`config.mk`:
```
export PLATFORM = sky130hd
export DESIGN_NAME = if_id_stage_ctrl
export DESIGN_NICKNAME = d
export VERILOG_FILES = /design/src/rtl/if_id_stage_ctrl.sv
export SDC_FILE = /design/constraint.sdc
export NUM_CORES = 1
export LEC_CHECK = 0
export ABC_CLOCK_PERIOD_IN_PS = 3000
export CAP_MARGIN = 20
export CORE_AREA = 5 5 133 160
export CTS_CLUSTER_SIZE = 12
export DETAILED_ROUTE_END_ITERATION = 6
export DIE_AREA = 0 0 138 165
export GPL_TIMING_DRIVEN = 1
export MAX_ROUTING_LAYER = met4
export SLEW_MARGIN = 20
export SYNTH_ARGS = -nofsm -noshare
export SYNTH_HDL_FRONTEND = slang
export SYNTH_SLANG_ARGS = --single-unit
```
`constraint.sdc`:
```
create_clock -name clk -period 3 [get_ports clk]
set_input_delay 0.9 -clock clk [delete_from_list [all_inputs] [get_ports clk]]
set_output_delay 0.9 -clock clk [all_outputs]
set_load 0.01 [all_outputs]
```
`src/rtl/if_id_stage_ctrl.sv`:
```
// IF/ID pipeline register with load-use stall, jump/branch flush control,
// a consecutive-stall watchdog and saturating stall/flush counters.
module if_id_stage_ctrl #(
  parameter logic [31:0] NOP_INSTR = 32'h0000_0000,
  parameter int          MAX_STALL = 1,
  parameter int          CNT_W     = 16
) (
  input  logic             clk,
  input  logic             rst_n,
  input  logic [31:0]      IF_PC,
  input  logic [31:0]      IF_Instr,
  input  logic             LdUseHazard,
  input  logic             ID_Jump,
  input  logic             EX_BranchTaken,
  output logic [31:0]      IF_ID_PC,
  output logic [31:0]      IF_ID_PCPlus4,
  output logic [31:0]      IF_ID_Instr,
  output logic             IF_ID_Valid,
  output logic [4:0]       IF_ID_RsAddr,
  output logic [4:0]       IF_ID_RtAddr,
  output logic             PC_Write,
  output logic             ID_EX_Bubble,
  output logic             StallErr,
  output logic [CNT_W-1:0] StallCnt,
  output logic [CNT_W-1:0] FlushCnt
);

  // Consecutive-stall counter only needs to reach MAX_STALL+1, then it parks.
  localparam int             CW         = $clog2(MAX_STALL + 2);
  localparam logic [CW-1:0]  CONSEC_SAT = CW'(MAX_STALL + 1);
  localparam logic [CW-1:0]  CONSEC_LIM = CW'(MAX_STALL);
  localparam logic [CNT_W-1:0] CNT_MAX  = {CNT_W{1'b1}};

  logic [31:0]      pc_q, pc_d;
  logic [31:0]      pc4_q, pc4_d;
  logic [31:0]      instr_q, instr_d;
  logic             valid_q, valid_d;
  logic             err_q, err_d;
  logic [CNT_W-1:0] scnt_q, scnt_d;
  logic [CNT_W-1:0] fcnt_q, fcnt_d;
  logic [CW-1:0]    consec_q, consec_d;

  logic stall;
  logic stall_cycle;

  assign stall       = LdUseHazard & valid_q;
  assign stall_cycle = stall & ~EX_BranchTaken;

  always_comb begin
    pc_d     = pc_q;
    pc4_d    = pc4_q;
    instr_d  = instr_q;
    valid_d  = valid_q;
    scnt_d   = scnt_q;
    fcnt_d   = fcnt_q;
    consec_d = consec_q;
    err_d    = err_q;

    // Taken branch outranks the stall; a held slot would be squashed anyway.
    if (EX_BranchTaken || (!stall && ID_Jump)) begin
      pc_d    = IF_PC;
      pc4_d   = IF_PC + 32'd4;
      instr_d = NOP_INSTR;
      valid_d = 1'b0;
      if (fcnt_q != CNT_MAX) fcnt_d = fcnt_q + 1'b1;
    end else if (stall) begin
      if (scnt_q != CNT_MAX) scnt_d = scnt_q + 1'b1;
    end else begin
      pc_d    = IF_PC;
      pc4_d   = IF_PC + 32'd4;
      instr_d = IF_Instr;
      valid_d = 1'b1;
    end

    if (stall_cycle) begin
      if (consec_q != CONSEC_SAT) consec_d = consec_q + 1'b1;
      if (consec_q >= CONSEC_LIM) err_d = 1'b1;
    end else begin
      consec_d = '0;
    end
  end

  always_ff @(posedge clk) begin
    if (!rst_n) begin
      pc_q     <= 32'd0;
      pc4_q    <= 32'd4;
      instr_q  <= NOP_INSTR;
      valid_q  <= 1'b0;
      err_q    <= 1'b0;
      scnt_q   <= '0;
      fcnt_q   <= '0;
      consec_q <= '0;
    end else begin
      pc_q     <= pc_d;
      pc4_q    <= pc4_d;
      instr_q  <= instr_d;
      valid_q  <= valid_d;
      err_q    <= err_d;
      scnt_q   <= scnt_d;
      fcnt_q   <= fcnt_d;
      consec_q <= consec_d;
    end
  end

  assign IF_ID_PC      = pc_q;
  assign IF_ID_PCPlus4 = pc4_q;
  assign IF_ID_Instr   = instr_q;
  assign IF_ID_Valid   = valid_q;
  assign IF_ID_RsAddr  = instr_q[25:21];
  assign IF_ID_RtAddr  = instr_q[20:16];
  assign PC_Write      = ~stall_cycle;
  assign ID_EX_Bubble  = EX_BranchTaken | stall;
  assign StallErr      = err_q;
  assign StallCnt      = scnt_q;
  assign FlushCnt      = fcnt_q;

endmodule

```
# After elaboration in Yosys (flattened, before gate mapping)
# Cells that the tools add are included.
# word_totals
ff_bits	132
inputBits	69
output_inout_bits	142
elab_cells	36
# classes
add_sub_neg	4
n_lt_le_gt_ge	1
eq_ne	4
muxes	4
bitwise_logic	7
reduce_logical	8
# op_table
op	count
$mux W32	4
$add A16 B1 Y16 const B	2
$add A32 B3 Y32 const B	1
$ne A16 B16 Y1 const B	2
$reduce_and A2 Y1	3
$not A1 Y1	4
$reduce_and A3 Y1	1
$add A2 B1 Y2 const B	1
$and A1 B1 Y1	2
$ge A2 B1 Y1 const B	1
$ne A2 B1 Y1 const B	1
$ne A2 B2 Y1 const B	1
$reduce_or A2 Y1	1
$logic_and A1 B1 Y1	1
$logic_not A1 Y1	1
$logic_or A1 B1 Y1	1
$or A1 B1 Y1	1

# Logic depth before layout (Yosys ltp)
# logic_depth
ltp_word	6
mapped_depth	7
ltp_nobuf	5

# Worst setup path after synthesis
# OpenSTA, ideal clock, no wires.
# synth_path
path_type	input -> output
startpoint	input port EX_BranchTaken
endpoint	output port PC_Write
arrival_time_ns	1.818
required_time_ns	2.100
setup_slack_ns	0.282
path_stages	5
path_buffers	3
path_cell_list	and3b_1 clkbuf_1 clkinv_1 clkbuf_8 clkbuf_1
# synth_via
elab_chain_len	3
# synth_rtl
element	line	source
start: declaration	14	input logic EX_BranchTaken,
$not A1 Y1	47	assign stall_cycle = stall & ~EX_BranchTaken;
$and A1 B1 Y1	47	
$not A1 Y1	111	assign PC_Write = ~stall_cycle;
end: declaration	21	output logic PC_Write,
# No other way between the ends.

# Final worst setup path
# layout_path
startpoint	input port LdUseHazard
endpoint	output port PC_Write
# layout_via
elab_chain_len	3
# layout_rtl
element	line	source
start: declaration	12	input logic LdUseHazard,
$and A1 B1 Y1	46	assign stall = LdUseHazard & valid_q;
$and A1 B1 Y1	47	
$not A1 Y1	111	
# No other way between the ends.

==> flow_summary.toml <==
[placed_design]
place_congestion = 0.814
place_hpwl_um = 13000
portBuffers = 210
postPlaceCellArea_um2 = 8220

[power]
total_power_uw = 4390
seq_power_share_pct = 41.8
switching_share_pct = 24.2
power_per_cell_area_nw_per_um2 = 500
internal_power_uw = 3330
p_comb_share_pct = 11.7
power.switching_uw = 1060
p_leak_uw = 0.00323
peakVddDrop_mv = 0.342
clkPwrFrac_pct = 46.5

[floorplan]
rows = 56
die_h_um = 165
die_w_um = 138
initial_core_util_pct = 29.6
core-area_um2 = 19500
num_io_pins = 211
die_area_um2 = 22800

[yosys]
ys_seq_elements = 130
ys_seq_area_share_pct = 45.1
syn_area_um2 = 5770
ys_dominant_reg_cell = "dfxtp_1"
syn_avg_cell_area_um2 = 8.11
syn_inst = 712
synth_cell_types = 54
synth-edff-count = 0
synthArstFlopShare_pct = 0
syn-num-nets = 786
synth-warning-count = 0

[final_layout]
n_fill_cell = 2019
final_cell_mix = "clkdlybuf4s50_1 (207), nand2_1 (166), dfxtp_1 (130), a21oi_1 (86), buf_4 (43)"
final_common_cell = "clkdlybuf4s50_1"
finalInstanceArea_um2 = 8790
seq_area_um2 = 2600
layout-drive-gt1-share_pct = 8.73
diodes = 0
fin_nets = 1001
multi_input_area_um2 = 2790
syn_to_final_growth_pct = 52.3

[cts]
cts_tree = "yes"
clk_latency_ps = 410
cts_buffer_depth = 2
path_clk_slew_ps = 60
cts.htree.levels = 4
root_buffer = "clkbuf_16"
cts_buffers = 17
clkSinkCount = 130
ctsHoldBuffers = 0

[sta]
tightestPinTransition_ps = 830
rsz0062_at_grt = "no"
finalSetupViolCount = 0
clock_skew_ps = 9.02
slew_headroom_pct = 44.7
fmax_mhz = 345
finalCritPeriodShare_pct = 96.6
layout_min_cycle_time_ps = 2900
finalHoldViolations = 0
finalMaxSlewViolations = 0

[grt]
grt_max_degree = 89
grt-ovfl-total = 0
grt_pass1_vias = 5525
antenna_found_initial = 0
grt_pass1_wl_um = 29100
grt_usage_pct = 16.1

[routing]
wl_um = 18200
via_per_inst = 4.81
via_count = 5771
wl_per_cell_um = 15.2
final_antenna_net_count = 0
drc = 0
dr.pass1.iters = 4
drtIter0Drc = 220

[critical_path]
critPathMaxFanout = 3
cp-end-kind = "output pin"
arrival_ps = 2000
critPathKind = "input port to output pin"
crit_path_start_kind = "input port"
critPathRequiredTime_ps = 2100

[job]
max_cap_viol_count = 0

[run_status]
status = "finished, final reports clean"

[hold_path]
min_path_type = "flip-flop to flip-flop"
## power groups by stage
stage	logic, uW	clock network [uW]	registers, uW
detailed placement	520	0	1870
global placement	519	0	1870
floorplan	162	0	1900
global route	563	2190	1850
CTS	522	2110	1840
finish	514	2040	1840
## synthesized netlist by cell type (3+ instances only)
cell,number,share of area (%)
nor2_1,24,1.6
clkbuf_1,37,2.4
nand4_1,8,0.87
and4_1,6,0.91
o41ai_1,3,0.46
a2111oi_0,4,0.61
inv_1,16,1.0
ha_1,5,1.1
xor2_1,3,0.46
dfxtp_1,130,45
o31ai_1,16,2.1
nand2_1,166,11
clkbuf_8,3,0.72
a31oi_1,12,1.3
mux2i_1,15,2.6
nand2b_1,12,1.3
or4_1,23,3.0
a211oi_1,9,1.2
o21a_1,3,0.39
nor3_1,10,0.87
and3_1,6,0.65
xnor2_1,9,1.4
buf_4,12,1.6
o21ai_0,32,2.8
nor4_1,3,0.33
or3_1,8,0.87
nand3_1,19,1.6
a21oi_1,86,7.5
## timing repair
action	4_1_cts	5_1_grt
setup endpoints to repair	2	0
gates resized for setup	2	0
setup buffers	0	0
## state kept, by name, summed over array words and instances (netlist names)
signal,count
IF_ID_Valid,1
IF_ID_Instr,32
IF_ID_PC,32
consec_q,2
FlushCnt,16
IF_ID_PCPlus4,30
StallErr,1
StallCnt,16
## worst paths after layout
| check | end | slack [ps] | cells after the start | start |
|---|---|---|---|---|
| hold / removal | IF_ID_Instr[5] | 450 | 2 | IF_ID_Instr[5] |
| setup reg to reg | StallCnt[7] | 1030 | 4 | StallCnt[2] |
| hold reg to reg | IF_ID_Instr[5] | 450 | 2 | IF_ID_Instr[5] |
| setup / recovery | PC_Write | 100 | 4 | LdUseHazard |
## metal layers
layer	up-vias	wire length, um	GRT usage (%)
met3	18	1630	6.37
met4	0	203	4.85
met2	187	8390	25.8
met5	-	0	-
li1	2933	-	-
met1	2633	8000	18.8
## final cells by class
cell class              count  area share [%]
inverters                  17           0.726
clock buffers              20            5.08
multi-input cells         507            31.7
flip-flops and latches    130            29.6
well taps                 261            3.71
repair buffers            254            27.7
clock inverters            11            1.49
## worst max-delay path, cell delays in order
cell and delay [ps]:
clkdlybuf4s50_1 520, and3b_2 240, inv_2 50, dlygate4sd2_1 280
## logic make-up (layout without fill, tap and decap cells)
| logic type | count (synthesis) | in the layout | synth area share (%) |
|---|---|---|---|
| simple gates | 297 | 297 | 24.6 |
| compound gates | 178 | 178 | 18.2 |
| xor+xnor | 12 | 12 | 1.82 |
| mux | 15 | 15 | 2.60 |
| fa+ha+maj | 5 | 5 | 1.08 |
| flops | 130 | 130 | 45.1 |
| buf+inv | 75 | 302 | 6.70 |
## per-stage QoR
stage	instances	hold WS (ps)	utilization, %	setup WS, ps	TNS [ps]
floorplan	712	476	-	282	0
global placement	1169	437	42.2	-187	-631
detailed placement	1169	442	42.2	-172	-825
CTS	1200	450	45.1	79.2	0
global route	1200	463	45.1	46.6	0
finish	1200	448	45.1	102	0
(Power assumes the default switching activity.)
